[src/rtl/shift_pkg.sv]
// Shared constants and types for the multi-cycle shift/rotate unit.
package shift_pkg;

    localparam logic [2:0] OP_SLL = 3'b000;
    localparam logic [2:0] OP_SRL = 3'b001;
    localparam logic [2:0] OP_SRA = 3'b010;
    localparam logic [2:0] OP_ROL = 3'b011;
    localparam logic [2:0] OP_ROR = 3'b100;

    localparam logic [1:0] MODE_HOLD = 2'b00;
    localparam logic [1:0] MODE_SHR  = 2'b01;
    localparam logic [1:0] MODE_SHL  = 2'b10;
    localparam logic [1:0] MODE_LOAD = 2'b11;

    typedef enum logic [1:0] {
        IDLE,
        SHIFT,
        FIN
    } state_t;

    function automatic logic op_legal(input logic [2:0] op);
        return op <= OP_ROR;
    endfunction

endpackage

[src/rtl/shreg_universal.sv]
// Universal shift register: hold, shift right, shift left, parallel load.
module shreg_universal
    import shift_pkg::*;
#(
    parameter int WIDTH = 16
) (
    input  logic             CLOCK,
    input  logic             RESET,
    input  logic             ENABLE,
    input  logic             S1,
    input  logic             S0,
    input  logic             SER_IN,
    input  logic [WIDTH-1:0] IN,
    output logic [WIDTH-1:0] OUT
);

    logic [WIDTH-1:0] r_q;

    always_ff @(posedge CLOCK) begin
        if (RESET) begin
            r_q <= '0;
        end else if (ENABLE) begin
            unique case ({S1, S0})
                MODE_HOLD: r_q <= r_q;
                MODE_SHR:  r_q <= {SER_IN, r_q[WIDTH-1:1]};
                MODE_SHL:  r_q <= {r_q[WIDTH-2:0], SER_IN};
                MODE_LOAD: r_q <= IN;
            endcase
        end
    end

    assign OUT = r_q;

endmodule

[src/rtl/shift_sequencer.sv]
// Multi-cycle SLL/SRL/SRA/ROL/ROR unit, one bit per enabled clock,
// with a START/BUSY/DONE handshake toward decode and write-back.
module shift_sequencer
    import shift_pkg::*;
#(
    parameter int WIDTH = 16,
    parameter int CNT_W = 4
) (
    input  logic             CLOCK,
    input  logic             RESET,
    input  logic             ENABLE,
    input  logic             START,
    input  logic [2:0]       OP,
    input  logic [CNT_W-1:0] AMOUNT,
    input  logic [WIDTH-1:0] DATA_IN,
    output logic [WIDTH-1:0] RESULT,
    output logic             BUSY,
    output logic             DONE,
    output logic             ILLEGAL
);

    state_t           r_state;
    state_t           w_next;
    logic [CNT_W-1:0] r_count;
    logic [2:0]       r_op;
    logic [1:0]       w_mode;
    logic [1:0]       w_shift_mode;
    logic             w_ser_in;
    logic             w_accept;
    logic [WIDTH-1:0] w_q;

    assign w_accept = (r_state == IDLE) && START;

    always_ff @(posedge CLOCK) begin
        if (RESET) begin
            r_state <= IDLE;
            r_count <= '0;
            r_op    <= OP_SLL;
        end else if (ENABLE) begin
            r_state <= w_next;
            if (w_accept) begin
                r_op    <= OP;
                r_count <= AMOUNT;
            end else if (r_state == SHIFT && r_count != '0) begin
                r_count <= r_count - CNT_W'(1);
            end
        end
    end

    // Direction and fill bit both follow the captured opcode.
    always_comb begin
        w_shift_mode = MODE_HOLD;
        w_ser_in     = 1'b0;
        unique case (r_op)
            OP_SLL: w_shift_mode = MODE_SHL;
            OP_SRL: w_shift_mode = MODE_SHR;
            OP_SRA: begin
                w_shift_mode = MODE_SHR;
                w_ser_in     = w_q[WIDTH-1];
            end
            OP_ROL: begin
                w_shift_mode = MODE_SHL;
                w_ser_in     = w_q[WIDTH-1];
            end
            OP_ROR: begin
                w_shift_mode = MODE_SHR;
                w_ser_in     = w_q[0];
            end
            default: begin
                w_shift_mode = MODE_HOLD;
                w_ser_in     = 1'b0;
            end
        endcase
    end

    always_comb begin
        w_next = r_state;
        w_mode = MODE_HOLD;
        unique case (r_state)
            IDLE: begin
                if (START) begin
                    w_mode = MODE_LOAD;
                    if (AMOUNT != '0 && op_legal(OP))
                        w_next = SHIFT;
                    else
                        w_next = FIN;
                end
            end
            SHIFT: begin
                w_mode = w_shift_mode;
                if (r_count <= CNT_W'(1))
                    w_next = FIN;
            end
            FIN: begin
                w_next = IDLE;
            end
            default: begin
                w_next = IDLE;
            end
        endcase
    end

    shreg_universal #(
        .WIDTH(WIDTH)
    ) u_shreg (
        .CLOCK  (CLOCK),
        .RESET  (RESET),
        .ENABLE (ENABLE),
        .S1     (w_mode[1]),
        .S0     (w_mode[0]),
        .SER_IN (w_ser_in),
        .IN     (DATA_IN),
        .OUT    (w_q)
    );

    assign RESULT  = w_q;
    assign BUSY    = (r_state == SHIFT);
    assign DONE    = (r_state == FIN);
    assign ILLEGAL = DONE && !op_legal(r_op);

endmodule
[config.mk]
export PLATFORM = sky130hd
export DESIGN_NAME = shift_sequencer
export DESIGN_NICKNAME = d
export VERILOG_FILES = /design/src/rtl/shift_pkg.sv /design/src/rtl/shreg_universal.sv /design/src/rtl/shift_sequencer.sv
export SDC_FILE = /design/constraint.sdc
export NUM_CORES = 1
export LEC_CHECK = 0
export CAP_MARGIN = 20
export CORE_MARGIN = 1
export CORE_UTILIZATION = 35
export DETAILED_ROUTE_END_ITERATION = 8
export PLACE_DENSITY = 0.73
export SLEW_MARGIN = 20
export SYNTH_ARGS = -nofsm -noshare
export SYNTH_HDL_FRONTEND = slang
export SYNTH_SLANG_ARGS = --single-unit
[constraint.sdc]
create_clock -name CLOCK -period 1.9 [get_ports CLOCK]
set_clock_uncertainty 0.1 [all_clocks]
set_input_delay 0.57 -clock CLOCK [delete_from_list [all_inputs] [get_ports CLOCK]]
set_output_delay 0.57 -clock CLOCK [all_outputs]
set_load 0.01 [all_outputs]
# After elaboration in Yosys (flattened, before gate mapping)

Index checks and enable logic that the tools add are counted.

Add/sub/neg operators: 1
Magnitude comparators: 3
Eq/ne operators: 11
Mux-type cells: 11
Bitwise logic cells: 1
Reductions and logical operators: 18

Operators by type and width:

| cell                                                   | number |
|---|---|
| one-hot mux 16 bit (3 select lines)                    | 1 |
| one-hot mux 2 bit (2 select lines)                     | 3 |
| 2-to-1 mux 2 bit                                       | 4 |
| 2-to-1 mux 4 bit                                       | 2 |
| nonzero test 4 bit                                     | 2 |
| == test 2 bit (second input constant)                  | 3 |
| == test 3 x 2 -> 1 bit (second input constant)         | 2 |
| <= comparator 3 bit (second input constant)            | 2 |
| AND reduction 2 bit                                    | 3 |
| == test 2 x 1 -> 1 bit (second input constant)         | 2 |
| <= comparator 4 x 1 -> 1 bit (second input constant)   | 1 |
| logical AND 1 bit                                      | 4 |
| logical NOT 2 bit                                      | 2 |
| OR reduction 2 bit                                     | 2 |
| subtractor 4 x 1 -> 4 bit (second input constant)      | 1 |
| == test 3 x 1 -> 1 bit (second input constant)         | 1 |
| == test 3 bit (second input constant)                  | 1 |
| logical NOT 3 bit                                      | 1 |
| AND reduction 3 bit                                    | 1 |
| OR reduction 3 bit                                     | 1 |
| inequality test 2 x 1 -> 1 bit (second input constant) | 1 |
| inequality test 2 bit (second input constant)          | 1 |
| one-hot mux 1 bit (2 select lines)                     | 1 |
| nonzero test 2 bit                                     | 1 |
| 2 further kinds                                        | 2 |

Bits in registers: 25
Bits of input ports: 27
Output and inout port bits: 19
Logic and storage cells: 49

# Longest topological paths before layout

Depth after elaboration: 7
Gate-level depth with buffers: 6
Mapped depth without buffers: 6

# Hierarchy

From an unflattened synthesis, not the netlist that was laid out.

Cells, all modules: 167
Area, all modules: 1640.3 µm²

Modules (own cells, without submodules):

| module          | instances | cells an instance | area each (µm²) | seq. area each (µm²) |
|---|---|---|---|---|
| shreg_universal | 1         | 90                | 1012.2          | 320.3 |
| shift_sequencer | 1         | 77                | 628.1           | 180.2 |

# Least setup slack after synthesis

Ideal clock, no wire load.

Path kind: register -> output
From: register r_op[2]
To: output port ILLEGAL
Arrival time: 0.922 ns
Data required time: 1.230 ns
Setup slack: 0.308 ns
Stages on the path, launching flop included: 3
Buffers on the path: 0
Path through: dfxtp_1 -> o21ai_1 -> nor3b_1

Word-level cells in the longest chain between the ends: 3

RTL lines:

| element                  | line                   | RTL |
|---|---|---|
| start: declaration       | shift_sequencer.sv:25  | `logic [2:0] r_op;` |
| start signal: assignment | shift_sequencer.sv:38  | `r_op <= OP_SLL;` |
| start signal: assignment | shift_sequencer.sv:42  | `r_op <= OP;` |
| <= comparator 3 bit      | shift_pkg.sv:22        | `return op <= OP_ROR;` |
| logical NOT 1 bit        | shift_sequencer.sv:119 | `assign ILLEGAL = DONE && !op_legal(r_op);` |
| logical AND 1 bit        | shift_sequencer.sv:119 |  |
| end: declaration         | shift_sequencer.sv:19  | `output logic ILLEGAL` |

Every way passes these cells.

# Worst setup path in the final report

From: register u_shreg.r_q[11], in the netlist u_shreg.OUT[11]
To: output port RESULT[11]

RTL lines:

| element                  | line                  | RTL |
|---|---|---|
| start: declaration       | shreg_universal.sv:17 | `logic [WIDTH-1:0] r_q;` |
| start signal: assignment | shreg_universal.sv:24 | `MODE_HOLD: r_q <= r_q;` |
| start signal: assignment | shreg_universal.sv:25 | `MODE_SHR: r_q <= {SER_IN, r_q[WIDTH-1:1]};` |
| start signal: assignment | shreg_universal.sv:26 | `MODE_SHL: r_q <= {r_q[WIDTH-2:0], SER_IN};` |
| end: declaration         | shift_sequencer.sv:16 | `output logic [WIDTH-1:0] RESULT,` |

No word-level cell between the ends.

==> results_tabular.tex <==
\begin{tabular}{lr}
\hline
Metric & Value \\
\hline
\multicolumn{2}{l}{\textbf{Run status}} \\
Status & finished, final reports clean \\
\multicolumn{2}{l}{\textbf{Worst setup path}} \\
Critical path data required time & approximately 1.2 ns \\
Critical Path Start & u\_shreg.OUT[11] \\
Endpoint of the most critical register-to-register path & u\_shreg.OUT[6] \\
CP top delay family & buffers and inverters \\
Crit-path cells & clkdlybuf4s50\_1 \\
Highest net fanout along the worst path & 4 \\
Category of the worst setup path capture point & output port \\
Delay of the slowest critical-path stage & 0.54 ns \\
Number of cell instances on the worst register-to-register path & 6 \\
Slowest stage cell, crit path & sky130\_fd\_sc\_hd\_\_clkdlybuf4s50\_1 \\
Total buffers and inverters traversed by the critical path & 1 \\
Endpoint arrival time on the critical path & about 1.2 ns \\
Setup slack of the most critical reg-to-reg path & $\sim$0.20 ns \\
Kind of critical path & register to output port \\
Category of the worst setup path launch point & register \\
Reg2reg start & r\_state[1] \\
\multicolumn{2}{l}{\textbf{Power}} \\
Internal power component & just under 1 mW \\
P\_sw & approximately 450 uW \\
Combinational share of power & 0.326 \\
Sequential Power Share & 0.438 \\
Worst supply voltage drop on vdd & approximately 0.3 mV \\
Share of total power in the clock network & 0.236 \\
Net switching fraction of the power & 0.318 \\
Total power per unit cell area & 634 mW/mm\^{}2 \\
Total power of the final layout & about 1.4 mW \\
Cell leakage power & 0.969 nW \\
\multicolumn{2}{l}{\textbf{Timing}} \\
Max-slew headroom & 0.728 \\
Period Utilization, post-route & 0.975 \\
Final-report max-slew violation count & 0 \\
Time the worst path needs with I/O delays and setup & 1.85 ns \\
Fin. Hold Viols & 0 \\
Final setup violation count & 0 \\
Tightest Pin Transition & between 0.4 and 0.5 ns \\
Unrepaired setup endpoints after global routing & false \\
Maximum clock rate & 540 MHz \\
\multicolumn{2}{l}{\textbf{Detailed routing}} \\
Number of antenna-violating nets in the routed design & 0 \\
Routed wire length & $\sim$4.1 mm \\
Routed len/inst & roughly 14 um \\
Initial DRC Count & approximately 150 \\
Via-to-Cell Ratio & roughly 5.5 \\
Final routed DRC violation total & 0 \\
DR pass1 iterations & 4 \\
Number of vias in the routed layout & around 1600 \\
\multicolumn{2}{l}{\textbf{Logic synthesis}} \\
Number of cells produced by synthesis & between 150 and 200 \\
Number of synthesized register bits & 25 \\
Post-synthesis net count & approximately 220 \\
Ys flop type & sky130\_fd\_sc\_hd\_\_dfxtp\_1 \\
Synth Area in Adders & 0.0164 \\
Mean cell area of the mapped netlist & between 8 and 9 um\^{}2 \\
FFs w/ async S/R, synth & 0 \\
Synth Cell Area & between 0.0015 and 0.002 mm\^{}2 \\
Post-synthesis xor/xnor area fraction & 0.0106 \\
Number of synthesis warnings & 0 \\
Dominant combinational cell family by area after synthesis & compound AO/OA/AOI/OAI gates \\
Post-synthesis simple-gate area fraction & 0.282 \\
Library cells used by synthesis & 42 \\
Share of synthesized area occupied by flip-flops and latches & 0.327 \\
Multiplexer fraction of the synthesized cell area & 0 \\
Share of the synthesized area in compound gates (AO/OA/AOI/OAI) & 0.288 \\
Number of synthesized flops with an enable pin & 0 \\
\multicolumn{2}{l}{\textbf{GRT}} \\
Pin count of the biggest net entering global routing & 24 \\
Via count of the first global-routing pass & approximately 1500 \\
Overall global routing resource usage & 0.187 \\
Global-route wire length before repair & 6.66 mm \\
Grt ovf & 0 \\
Initial antenna violation count & 0 \\
\multicolumn{2}{l}{\textbf{Clocking}} \\
Clock latency at the later pin of the worst-skew pair & around 0.27 ns \\
Root cell of the clock tree & sky130\_fd\_sc\_hd\_\_clkbuf\_8 \\
TritonCTS clock tree & done \\
Number of buffers added by the clock tree synthesis step & 3 \\
Clock H-tree levels & 1 \\
Clk pin slew, worst setup/hold paths & 0.10 ns \\
Clock tree buffer depth & 2 \\
Total number of clock tree sinks & 25 \\
\multicolumn{2}{l}{\textbf{Layout}} \\
Total area of multi-input combinational cells & a little over 900 um\^{}2 \\
ANT cells & 0 \\
Commonest non-fill, non-tap cell in the layout & sky130\_fd\_sc\_hd\_\_clkdlybuf4s50\_1 \\
Finished Core Util & 0.546 \\
Most frequent cells in the layout & sky130\_fd\_sc\_hd\_\_clkdlybuf4s50\_1 (29), sky130\_fd\_sc\_hd\_\_nand2\_1 (23), sky130\_fd\_sc\_hd\_\_nor2\_1 (20) \\
Layout Cells excl Fill & between 200 and 300 \\
Area Overhead vs Synth & 45.8\% \\
Share of layout cells above drive strength 1 & 0.183 \\
Number of nets in the finished design & between 200 and 300 \\
Sequential standard cell area & 509 um\^{}2 \\
Fillcell total & just under 400 \\
\multicolumn{2}{l}{\textbf{Floorplanning}} \\
\# rows & 23 \\
Effective utilization at floorplan & 0.374 \\
Vertical die dimension & between 60 and 70 um \\
Ports placed on the boundary & between 40 and 50 \\
Area of the core & a little over 0.004 mm\^{}2 \\
Die ar. & 0.00464 mm\^{}2 \\
Width of the die & 68.1 um \\
\multicolumn{2}{l}{\textbf{Run}} \\
Max capacitance violation total & 0 \\
\multicolumn{2}{l}{\textbf{Worst hold path}} \\
Launch instance of the worst min-delay path & u\_shreg.OUT[13] \\
Worst hold stages & 2 \\
End point of the most critical hold path & u\_shreg.OUT[12] \\
Min-Delay Path Class & register to register \\
\multicolumn{2}{l}{\textbf{Placement}} \\
Gpl congestion & roughly 0.79 \\
Count of input and output buffers & between 40 and 50 \\
DP Cell Count & roughly 290 \\
HPWL after DPL & slightly below 3 mm \\
\hline
\end{tabular}
-- power by group through the flow --
| stage | Sequential [mW] | Combinational (mW) | Clock, mW |
|---|---|---|---|
| 2_1_floorplan | 0.635 | 0.246 | 0 |
| 3_3_place_gp | 0.628 | 0.457 | 0 |
| 3_5_place_dp | 0.629 | 0.465 | 0 |
| 4_1_cts | 0.617 | 0.463 | 0.340 |
| 5_1_grt | 0.627 | 0.510 | 0.359 |
| 6_report | 0.619 | 0.460 | 0.333 |
-- logic make-up (layout without fill, tap and decap cells) --
kind of cell,Yosys count,after routing
buf+inv,20,74
flops,25,25
compound gates,57,57
simple gates,81,81
fa+ha+maj,2,2
xor+xnor,1,1
-- Yosys cell counts (2+ instances only) --
master                     count  share of area
sky130_fd_sc_hd__dfxtp_1      25           0.33
sky130_fd_sc_hd__nand2_1      23          0.056
sky130_fd_sc_hd__nor2_1       20          0.049
sky130_fd_sc_hd__a311oi_1     15          0.086
sky130_fd_sc_hd__a31oi_1      13          0.053
sky130_fd_sc_hd__and3_1       11          0.045
sky130_fd_sc_hd__a21oi_1       9          0.029
sky130_fd_sc_hd__nand3_1       8          0.026
sky130_fd_sc_hd__buf_2         6          0.020
sky130_fd_sc_hd__buf_4         5          0.025
sky130_fd_sc_hd__inv_1         4         0.0098
sky130_fd_sc_hd__o21ai_0       4          0.013
sky130_fd_sc_hd__a22oi_1       3          0.015
sky130_fd_sc_hd__nor3_1        3         0.0098
sky130_fd_sc_hd__a211oi_1      2         0.0098
sky130_fd_sc_hd__and2_1        2         0.0082
sky130_fd_sc_hd__buf_6         2          0.015
sky130_fd_sc_hd__clkbuf_1      2         0.0049
sky130_fd_sc_hd__ha_1          2          0.016
sky130_fd_sc_hd__nand2b_1      2         0.0082
sky130_fd_sc_hd__nor2b_1       2         0.0082
sky130_fd_sc_hd__nor3b_4       2          0.025
sky130_fd_sc_hd__o21ai_1       2         0.0065
-- worst reg2reg max path, stage by stage, from the launching register on --
cell	delay, ns
sky130_fd_sc_hd__dfxtp_1	0.34
sky130_fd_sc_hd__buf_4	0.17
sky130_fd_sc_hd__nor3b_4	0.31
sky130_fd_sc_hd__buf_4	0.19
sky130_fd_sc_hd__and3_1	0.16
sky130_fd_sc_hd__a31oi_1	0.05
sky130_fd_sc_hd__a311oi_1	0.29
-- state kept, by name, indices dropped and copies added, names as in the netlist --
register,count
r_state,2
r_op,3
r_count,4
u_shreg.OUT,16
-- worst max path at each step --
stage / cells after the start / slack (ns) / endpoint
6_report: 1 / 0.05 / RESULT[11]
5_1_grt: 3 / 0.005 / ILLEGAL
4_1_cts: 1 / 0.003 / RESULT[3]
3_5_place_dp: 5 / -0.32 / u_shreg.OUT[6]
3_3_place_gp: 5 / -0.30 / u_shreg.OUT[11]
2_1_floorplan: 2 / 0.31 / ILLEGAL
-- layout make-up --
type | count | area share
Clock inverter | 1 | 0.00337
Tap cell | 50 | 0.0281
Clock buffer | 3 | 0.0185
Inverter | 4 | 0.00673
Sequential cell | 25 | 0.228
Timing Repair Buffer | 66 | 0.299
Multi-Input combinational cell | 141 | 0.416
-- routing by layer --
metal	routed length (um)	global-route usage	part of all wire
met2	1890	0.289	0.47
met4	38	0.0521	0.0094
met3	189	0.0283	0.047
met1	1930	0.266	0.48
met5	0	0	0
-- metrics by stage --
| step | setup TNS (ns) | setup slack (ns) | hold slack [ns] | instance area (um^2) |
|---|---|---|---|---|
| 2_1_floorplan | 0 | 0.308 | 0.395 | 1530 |
| 4_1_cts | 0 | 0.00260 | 0.437 | 2190 |
| 3_3_place_gp | -5.43 | -0.300 | 0.415 | 2140 |
| 3_5_place_dp | -5.76 | -0.322 | 0.424 | 2140 |
| 5_1_grt | 0 | 0.00523 | 0.448 | 2230 |
| 6_report | 0 | 0.0477 | 0.426 | 2230 |
-- timing repair --
action / CTS / global route
cloned: 0 / 0
gates resized for setup: 13 / 15
setup buffers: 0 / 0
setup endpoints to repair: 14 / 22
hold buffers: 0 / 0
Note: power is estimated with default switching activity, not from simulation.
